$ cat config.mk
export PLATFORM = sky130hd
export DESIGN_NAME = pc_fetch
export DESIGN_NICKNAME = d
export VERILOG_FILES = /design/src/rtl/pc_fetch.sv
export SDC_FILE = /design/constraint.sdc
export NUM_CORES = 1
export LEC_CHECK = 0
export BUFFER_PORTS_ARGS = -buffer_cell sky130_fd_sc_hd__buf_2
export CAP_MARGIN = 20
export CORE_MARGIN = 10
export CORE_UTILIZATION = 58
export CTS_CLUSTER_DIAMETER = 30
export DETAILED_ROUTE_END_ITERATION = 6
export HOLD_SLACK_MARGIN = 0.15
export PLACE_DENSITY = 0.95
export SKIP_CTS_REPAIR_TIMING = 1
export SLEW_MARGIN = 10
export SYNTH_ARGS = -nofsm -noshare
export SYNTH_HDL_FRONTEND = slang
export SYNTH_SLANG_ARGS = --single-unit
$ cat constraint.sdc
create_clock -name clk -period 5.3 [get_ports clk]
set_input_delay 0.265 -clock clk [delete_from_list [all_inputs] [get_ports clk]]
set_output_delay 0.265 -clock clk [all_outputs]
set_load 0.01 [all_outputs]
$ cat src/rtl/pc_fetch.sv
`default_nettype none
// +----------------------------------------------------------------------------+
// | pc_fetch: OpenMIPS IF stage; owns the PC, fetches over a wait-state bus.    |
// | Optional misaligned-fetch trap: PC_FETCH_ALIGN_CHECK_EN.   Revision: 1.0    |
// +----------------------------------------------------------------------------+
module pc_fetch #(
  parameter logic [31:0] RESET_VECTOR = 32'h0000_0000
) (
  input  logic        clk,
  input  logic        rst,
  input  logic [5:0]  stall,
  input  logic        flush,
  input  logic [31:0] new_pc,
  input  logic        branch_flag_i,
  input  logic [31:0] branch_target_address_i,
  output logic        imem_req_o,
  output logic [31:0] imem_addr_o,
  input  logic        imem_ack_i,
  input  logic [31:0] imem_rdata_i,
  output logic [31:0] if_pc_o,
  output logic [31:0] if_inst_o,
  output logic        stallreq_o,
  output logic        fetch_adel_o
);

  localparam logic [1:0] S_IDLE    = 2'd0;
  localparam logic [1:0] S_REQ     = 2'd1;
  localparam logic [1:0] S_HOLD    = 2'd2;
  localparam logic [1:0] S_DISCARD = 2'd3;

  logic [1:0]  state_q, state_d;
  logic [31:0] pc_q, pc_d;
  logic [31:0] hold_inst_q, hold_inst_d;
  logic        br_pending_q, br_pending_d;
  logic [31:0] br_target_q, br_target_d;
  logic [31:0] abort_addr_q, abort_addr_d;

  logic [31:0] fetch_addr;
  logic        misalign;
  logic        in_req;
  logic        ack_ok;
  logic        advance;
  logic        unused_stall;

  assign unused_stall = ^stall[5:1];
  assign in_req       = (state_q == S_REQ);

`ifdef PC_FETCH_ALIGN_CHECK_EN
  assign misalign   = in_req && (pc_q[1:0] != 2'b00);
  assign fetch_addr = pc_q;
`else
  assign misalign   = 1'b0;
  assign fetch_addr = {pc_q[31:2], 2'b00};
`endif

  // A trapped (misaligned) fetch never reaches the bus, so any ack is stray.
  assign ack_ok  = in_req && !misalign && imem_ack_i;
  assign advance = !flush && !stall[0] &&
                   ((in_req && ack_ok) || (state_q == S_HOLD));

  always_comb begin
    imem_req_o   = 1'b0;
    imem_addr_o  = 32'h0;
    if_pc_o      = pc_q;
    if_inst_o    = 32'h0;
    stallreq_o   = 1'b0;
    fetch_adel_o = 1'b0;
    if (!rst) begin
      case (state_q)
        S_IDLE: begin
          imem_addr_o = fetch_addr;
          if_pc_o     = fetch_addr;
          stallreq_o  = 1'b1;
        end
        S_REQ: begin
          imem_req_o   = !misalign;
          imem_addr_o  = fetch_addr;
          if_pc_o      = fetch_addr;
          fetch_adel_o = misalign;
          if (ack_ok) begin
            if_inst_o = imem_rdata_i;
          end
          stallreq_o = !misalign && !imem_ack_i;
        end
        S_HOLD: begin
          imem_addr_o = fetch_addr;
          if_pc_o     = fetch_addr;
          if_inst_o   = hold_inst_q;
        end
        default: begin
          imem_req_o  = 1'b1;
          imem_addr_o = abort_addr_q;
          if_pc_o     = abort_addr_q;
          stallreq_o  = 1'b1;
        end
      endcase
    end
  end

  always_comb begin
    state_d      = state_q;
    pc_d         = pc_q;
    hold_inst_d  = hold_inst_q;
    br_pending_d = br_pending_q;
    br_target_d  = br_target_q;
    abort_addr_d = abort_addr_q;
    if (flush) begin
      pc_d         = new_pc;
      br_pending_d = 1'b0;
      case (state_q)
        S_REQ: begin
          // Only an in-flight bus request needs its ack drained.
          if (!misalign && !imem_ack_i) begin
            state_d      = S_DISCARD;
            abort_addr_d = fetch_addr;
          end else begin
            state_d = S_REQ;
          end
        end
        S_DISCARD: state_d = imem_ack_i ? S_REQ : S_DISCARD;
        default:   state_d = S_REQ;
      endcase
    end else begin
      case (state_q)
        S_IDLE: state_d = S_REQ;
        S_REQ: begin
          if (ack_ok && stall[0]) begin
            hold_inst_d = imem_rdata_i;
            state_d     = S_HOLD;
          end
        end
        S_HOLD: begin
          if (!stall[0]) begin
            state_d = S_REQ;
          end
        end
        default: begin
          if (imem_ack_i) begin
            state_d = S_REQ;
          end
        end
      endcase
      if (advance) begin
        if (branch_flag_i) begin
          pc_d = branch_target_address_i;
        end else if (br_pending_q) begin
          pc_d = br_target_q;
        end else begin
          pc_d = pc_q + 32'd4;
        end
        br_pending_d = 1'b0;
      end else if (branch_flag_i) begin
        br_pending_d = 1'b1;
        br_target_d  = branch_target_address_i;
      end
    end
  end

  always_ff @(posedge clk) begin
    if (rst) begin
      state_q      <= S_IDLE;
      pc_q         <= RESET_VECTOR;
      hold_inst_q  <= 32'h0;
      br_pending_q <= 1'b0;
      br_target_q  <= 32'h0;
      abort_addr_q <= 32'h0;
    end else begin
      state_q      <= state_d;
      pc_q         <= pc_d;
      hold_inst_q  <= hold_inst_d;
      br_pending_q <= br_pending_d;
      br_target_q  <= br_target_d;
      abort_addr_q <= abort_addr_d;
    end
  end

endmodule
`default_nettype wire

=== Word level (Yosys, flattened, before mapping) ===
Index checks and enable logic that the tools add are counted.

* Bitwise logic cells: 3
* Eq/ne operators: 5
* Multipliers: 0
* Reductions and logical operators: 20
* $add $sub $neg: 1
* Mux-type cells: 21
* Shift operators: 0
* Magnitude comparators: 0
* Div/mod/pow operators: 0

{| class="wikitable"
|+ Operator list
! cell !! number
|-
| $mux 32 || 9
|-
| $pmux 32 s2 || 1
|-
| $add 32x3->32 const B || 1
|-
| $mux 2 || 6
|-
| $reduce_and 3->1 || 4
|-
| $pmux 2 s3 || 1
|-
| $reduce_or 3->1 || 2
|-
| $logic_and 1x1->1 || 5
|-
| $reduce_bool 5->1 || 1
|-
| $eq 2x2->1 const B || 2
|-
| $reduce_or 2->1 || 2
|-
| $logic_not 1->1 || 3
|-
| $mux 1 || 3
|-
| $ne 3x2->1 const B || 1
|-
| $ne 3x3->1 const B || 1
|-
| $not 1->1 || 3
|-
| $eq 2x1->1 const B || 1
|-
| $logic_not 2->1 || 1
|-
| $pmux 1 s2 || 1
|-
| $reduce_bool 2->1 || 1
|-
| $logic_or 1x1->1 || 1
|}

* Memory bits (read-only): 0
* Output and inout bits: 99
* Register bits: 129
* Memories kept: 0
* Bits in latches: 0
* Bits of input ports: 107
* Word-level logic and storage cells: 56
* Memory bits (writable): 0

=== Logic depth before layout (Yosys ltp) ===
Gate-level depths: netlist of run 1.

* Depth after elaboration: 7
* Gate-level depth with buffers: 10
* Gate-level depth less buffers: 7

=== Least setup slack after synthesis of run 1 ===
OpenSTA, ideal clock, no wires.

* Path type: reg2out
* Start: register state_q[0]
* End: output port if_pc_o[10]
* Data required time: 5035 ps
* Buffers on the path: 3
* Arrival: 1525 ps
* Slack: 3510 ps
* Cell stages (with the launch flop): 7
* Cell sequence: dfxtp_1 -> ha_1 -> clkbuf_1 -> nor2b_1 -> clkbuf_1 -> buf_2 -> mux2_2

* Word-level cells in the longest chain between the ends: 4
* Elaborated cells between the ends (all ways): 6

{| class="wikitable"
|+ Ends and longest elaborated chain
! item !! RTL line !! source
|-
| from (decl) || 31 || <nowiki>logic [1:0] state_q, state_d;</nowiki>
|-
| from (signal assigned) || 168 || <nowiki>state_q <= state_d;</nowiki>
|-
| $eq 2x1->1 (tied with other cells) || -- ||
|-
| $reduce_or 3->1 (no source line) * || -- ||
|-
| $mux 32 * || 69 || <nowiki>case (state_q)</nowiki>
|-
| $mux 32 * || 68 || <nowiki>if (!rst) begin</nowiki>
|-
| to (decl) || 20 || <nowiki>output logic [31:0] if_pc_o,</nowiki>
|}

Mark *: on every way between the ends. The rest lies on a longest branch, timed or not.

=== Worst setup path after layout of run 1 ===
* Start: register state_q[1]
* End: output port if_pc_o[9]

The elaborated chain is that of the path after synthesis.

==> reports/summary.txt, run 1 <==
# rows - 42
Cell count after synthesis - 1048
First-pass GRT wire length - 38200 um
Die width - 136 um
Leakage - 3.98 nW
Non-Filler Instances - 1443
Post-route antenna net violation count - 0
Fin. Hold Viols - 0
DRT iter0 DRCs - 1357
Clk_skew - 0.00677 ns
Commonest non-fill, non-tap cells in the layout - 241 x nand2_1, 196 x buf_2, 136 x a21oi_1
Total negative setup slack - 0 ns
Clk slew on worst S/H paths - 0.06 ns
Detail Placement HPWL - 17100 um
Setup WS post-layout - 1.70 ns
Critical Path, Cell by Cell - ha_2, nor2b_2, buf_4, mux2_2, buf_2
Root buf cell - clkbuf_16
Yosys top cell area share - 0.333
RSZ-0062 raised after global routing - no
Wire length per cell - 19.2 um
Min Tclk post-route - 3.60 ns
Top Ports - 206
Placed instance count - 1334
Buffers on Ports - 197
GP Congestion - 0.933
Seq/Total Area, Yosys - 0.333
Longest Clk Path Bufs - 2
Area of the die - 18400 um^2
Vias - 8968
Worst hold slack - 0.156 ns
R2R cell count - 7
Final worst-path cycle share - 0.678
Rel. slew slack - 0.270
Pwr Total - 2.84 mW
Number of antenna violations at the first check in global routing - 3
Most common cell after layout, fill and taps aside - nand2_1
WP data arrival - 3.33 ns
Critical Path Max Stage Delay - 0.87 ns
Max FO, Critical Path - 32
First-pass detailed-route iteration total - 6
Vias/cell - 6.21
Die height - 136 um
Avg Inst Size Synth - 7.39 um^2
Worst setup SP type - flip-flop
Fraction of layout cells with a size suffix above 1 - 0.239
Post-synth ARST share - 0
DRT Wirelength - 27700 um
CP Capture Type - output port
Crit path max-delay cell type - ha_2
Clock sinks - 129
Slew @ Worst Pin - 1.09 ns
CTS tree - yes
Initial core utilization - 0.590
Fmax achieved - 278 MHz
Pwr dens - 285 nW/um^2
VDD IR-drop max - 0.254 mV
Number of flops mapped to enable cells by yosys - 0
Htree depth - 4
GRT Total Usage - 0.254
Vias in the first global route - 7650
Gr ovfl total - 0
Total core area - 13100 um^2
Hold Crit Class - input pin to flip-flop
Synth Flop Type - dfxtp_1
Status - finished, final reports clean
Synth warn - 0
FF+latch count, synth - 129
Setup Viol. Count Final - 0
CTS buffer count - 17
Critical Path RT - 5.04 ns
Top post-synthesis cells by area - dfxtp_1 33%, nand2_1 12%, a21oi_1 8.8%
Largest net degree at the start of global routing - 85
Clk_lat worst skew - 0.42 ns
Crit Path Class - flip-flop to output port
Pre-CTS setup slack - 2.18 ns
Unique cell type count in the Yosys netlist - 77
Fin. max-slew vios - 0
Synth Cell Area - 7740 um^2
Layout area overhead - 28.6%
Number of max-cap violations - 0
WHS Path Cells - 3
Cell taking the most area after synthesis - dfxtp_1
NumNets Final - 1359
DRC Markers - 0
per-stage QoR:
stage	cell area, um^2	utilization
floorplan	7750	-
global placement	8580	0.653
detailed placement	8580	0.653
CTS	9210	0.701
global route	9950	0.757
finish	9960	0.758
state kept, by name (all words and copies together), names as in the netlist:
signal and cells:
br_target_q 32, hold_inst_q 32, pc_q 32, abort_addr_q 30, state_q 2, br_pending_q 1
kinds of logic (layout without fill, tap and decap cells):
family | after synthesis | count (layout) | share of synthesized area
xor gates and xnor gates | 8 | 8 | 0.00905
DFF | 129 | 129 | 0.333
muxes | 68 | 68 | 0.0926
and+or+nand+nor | 451 | 451 | 0.270
buffers and inverters | 109 | 319 | 0.0646
AOI/OAI and AO/OA | 277 | 277 | 0.222
adders and majority gates | 5 | 5 | 0.00808
other | 1 | 10 | 0.000484
worst max-delay path: cells and delay by family (launching register included):
family	cells	cell delay [ns]
flip-flops	1	0.39
buffers and inverters	2	0.52
AND/OR/NAND/NOR	1	0.74
multiplexers	1	0.37
adder cells (fa/ha/maj)	1	0.87
routing by layer:
layer	global-route usage	routed length (um)	up-vias
met4	0.109	1570	0
li1	-	-	4060
met2	0.397	12800	650
met5	0	0	-
met3	0.0764	3260	167
met1	0.317	10000	4091
synthesized netlist by cell type (11+ instances only):
cell type,instances
nand2_1,241
a21oi_1,136
dfxtp_1,129
nor2_1,106
buf_2,46
mux2i_1,39
clkbuf_1,38
a22oi_1,35
o21ai_0,30
mux2_2,29
inv_1,11
nand3_1,11
nor3_1,11
final cells by class:
class | instances | area (um^2)
Tap cell | 176 | 220
Multi-Input combinational cell | 812 | 4680
Antenna cell | 7 | 17.5
Fill cell | 878 | 3180
Timing Repair Buffer | 275 | 1780
Clock inverter | 12 | 188
Sequential cell | 129 | 2580
Inverter | 12 | 45.0
Clock buffer | 20 | 447
report_power, final:
part           switching [mW]  internal [mW]
logic                   0.283          0.205
registers              0.0704           1.02
clock network           0.427          0.841
final timing paths:
kind,start,end,slack (ns)
worst max-delay path,state_q[1],if_pc_o[9],1.70
worst min-delay path,new_pc[23],pc_q[23],0.16
worst max register to register,state_q[1],br_target_q[12],2.27
worst min register to register,br_target_q[7],br_target_q[7],0.45
Note: power is estimated with default switching activity, not from simulation.
==> inputs of run 2 (changes only) <==
- ABC_AREA: unset -> 1
- CORE_UTILIZATION: 58 -> 53
- PLACE_DENSITY: 0.95 -> 0.9
- clock period: 5.3 -> 3.7 ns (I/O delays scaled with it)
==> reports/summary.txt, run 2 <==
Fill cells - 1120
RSZ-0062 raised after global routing - no
Most numerous cell in the Yosys netlist - nand2_1
Detail Placement HPWL - 17700 um
Seq/Total Area, Yosys - 0.355
Die width - 137 um
Yosys top cell area share - 0.355
Post-route antenna net violation count - 0
Setup WS post-layout - 0.943 ns
Number of flops mapped to enable cells by yosys - 0
Cell count after synthesis - 1167
R2R cell count - 11
Cell count along the critical path - 6
Family with the most delay on the worst path - buffers and inverters
Gr ovfl total - 0
Unique cell type count in the Yosys netlist - 35
CP Capture Type - output port
Clk_skew - 0.0124 ns
Wire length per cell - 16.6 um
# rows - 42
Leakage - 4.20 nW
DR WL met2 - 12500 um
Rel. slew slack - 0.295
First-pass GRT wire length - 38900 um
DRT iter0 DRCs - 914
Vias in the first global route - 7968
Routed metal-1 wire length - 9770 um
Commonest non-fill, non-tap cells in the layout - 280 x nand2_1, 213 x nor2_1, 197 x buf_2
First-pass detailed-route iteration total - 5
WHS Path Cells - 3
Status - finished, final reports clean
Top Ports - 206
Fmax achieved - 363 MHz
FF+latch count, synth - 129
Top cells by count, synth - 280 x nand2_1, 213 x nor2_1, 159 x o21ai_0
DR WL met3 - 2820 um
Vias - 8910
Number of antenna violations at the first check in global routing - 1
Synth Flop Type - dfxtp_1
Worst setup SP type - flip-flop
Slew @ Worst Pin - 1.06 ns
Crit path max-delay cell type - inv_1
Synth warn - 0
Buf+Inv Stages, Crit Path - 3
Largest net degree at the start of global routing - 124
Total negative setup slack - 0 ns
Max FO, Critical Path - 31
Number of max-cap violations - 0
CTS buffer count - 17
DRC Markers - 0
Root buf cell - clkbuf_16
Avg Inst Size Synth - 6.24 um^2
Top Metal Used - met4
Critical Path, Cell by Cell - ha_1, buf_4, inv_1, o21ai_0, o22ai_1, buf_2
Placed instance count - 1475
Synth Cell Area - 7280 um^2
Clk slew on worst S/H paths - 0.06 ns
Post-synth ARST share - 0
Htree depth - 4
Clock sinks - 129
NumNets Final - 1498
Area of the die - 18800 um^2
Crit Path Class - flip-flop to output port
Setup Viol. Count Final - 0
Pre-CTS setup slack - 1.13 ns
Longest Clk Path Bufs - 2
CTS tree - yes
Non-Filler Instances - 1576
Fin. max-slew vios - 0
GRT Total Usage - 0.257
DRT Wirelength - 26200 um
Initial core utilization - 0.545
Fraction of layout cells with a size suffix above 1 - 0.181
Vias/cell - 5.65
Layout area overhead - 30.8%
Critical Path Max Stage Delay - 0.68 ns
Hold Crit Class - input pin to flip-flop
Total core area - 13300 um^2
Worst hold slack - 0.0956 ns
Die height - 137 um
Buffers on Ports - 197
Final worst-path cycle share - 0.745
Core Util, Final - 0.713
Pwr dens - 410 nW/um^2
WP data arrival - 2.57 ns
Top post-synthesis cells by area - dfxtp_1 35%, nand2_1 14%, nor2_1 11%
VDD IR-drop max - 0.342 mV
Cell taking the most area after synthesis - dfxtp_1
Fin. Hold Viols - 0
Critical Path RT - 3.51 ns
Top Registers - br_target_q x32, hold_inst_q x32, pc_q x32
GP Congestion - 0.967
Min Tclk post-route - 2.76 ns
Clk_lat worst skew - 0.43 ns
Most common cell after layout, fill and taps aside - nand2_1
## run 2: through the flow
step / cell area (um^2) / total power, mW
3_3_place_gp: 8250 / 2.17
3_5_place_dp: 8250 / 2.19
6_report: 9520 / 3.90
4_1_cts: 8840 / 3.83
5_1_grt: 9520 / 4.04
2_1_floorplan: 7290 / 1.94
## run 2: path summary, 6_finish.rpt
kind	start	endpoint	slack [ns]
worst min-delay path	new_pc[26]	pc_q[26]	0.1
worst max register to register	state_q[1]	br_target_q[6]	1.05
worst min register to register	br_target_q[0]	br_target_q[0]	0.45
worst max-delay path	state_q[0]	if_pc_o[8]	0.94
## run 2: metal layers
layer	GRT usage	vias up
li1	-	4303
met1	0.281	4015
met2	0.429	502
met3	0.0867	90
met4	0.142	0
met5	0	-
## run 2: final cells by class
type / instances / area, um^2 / share of cell area
Inverter: 65 / 248 / 0.0260
Timing Repair Buffer: 278 / 1780 / 0.187
Tap cell: 176 / 220 / 0.0231
Clock inverter: 10 / 109 / 0.0114
Multi-Input combinational cell: 895 / 4110 / 0.431
Clock buffer: 22 / 474 / 0.0498
Sequential cell: 129 / 2580 / 0.271
Antenna cell: 1 / 2.50 / 0.000263
## run 2: report_power, final
group	total, mW	internal (mW)	leakage [nW]	switching [mW]
registers	1.55	1.47	1.06	0.0765
clock network	1.67	1.04	0.286	0.629
logic	0.688	0.268	2.86	0.420
## run 2: kinds of logic after synthesis
kind of cell	synth area share
simple gates	0.296
compound gates	0.251
buf+inv	0.0829
flops	0.355
xor+xnor	0.00602
fa+ha+maj	0.00860
other cells	0.000515
## run 2: worst reg2reg max path, stage by stage (launching register included)
cell and delay (ns):
dfxtp_1 0.37, inv_1 0.09, ha_1 0.20, nand2_1 0.11, nand2_2 0.11, a21oi_4 0.12
buf_4 0.34, inv_4 0.14, nor2_8 0.33, inv_2 0.37, o21ai_0 0.28, a21oi_1 0.06
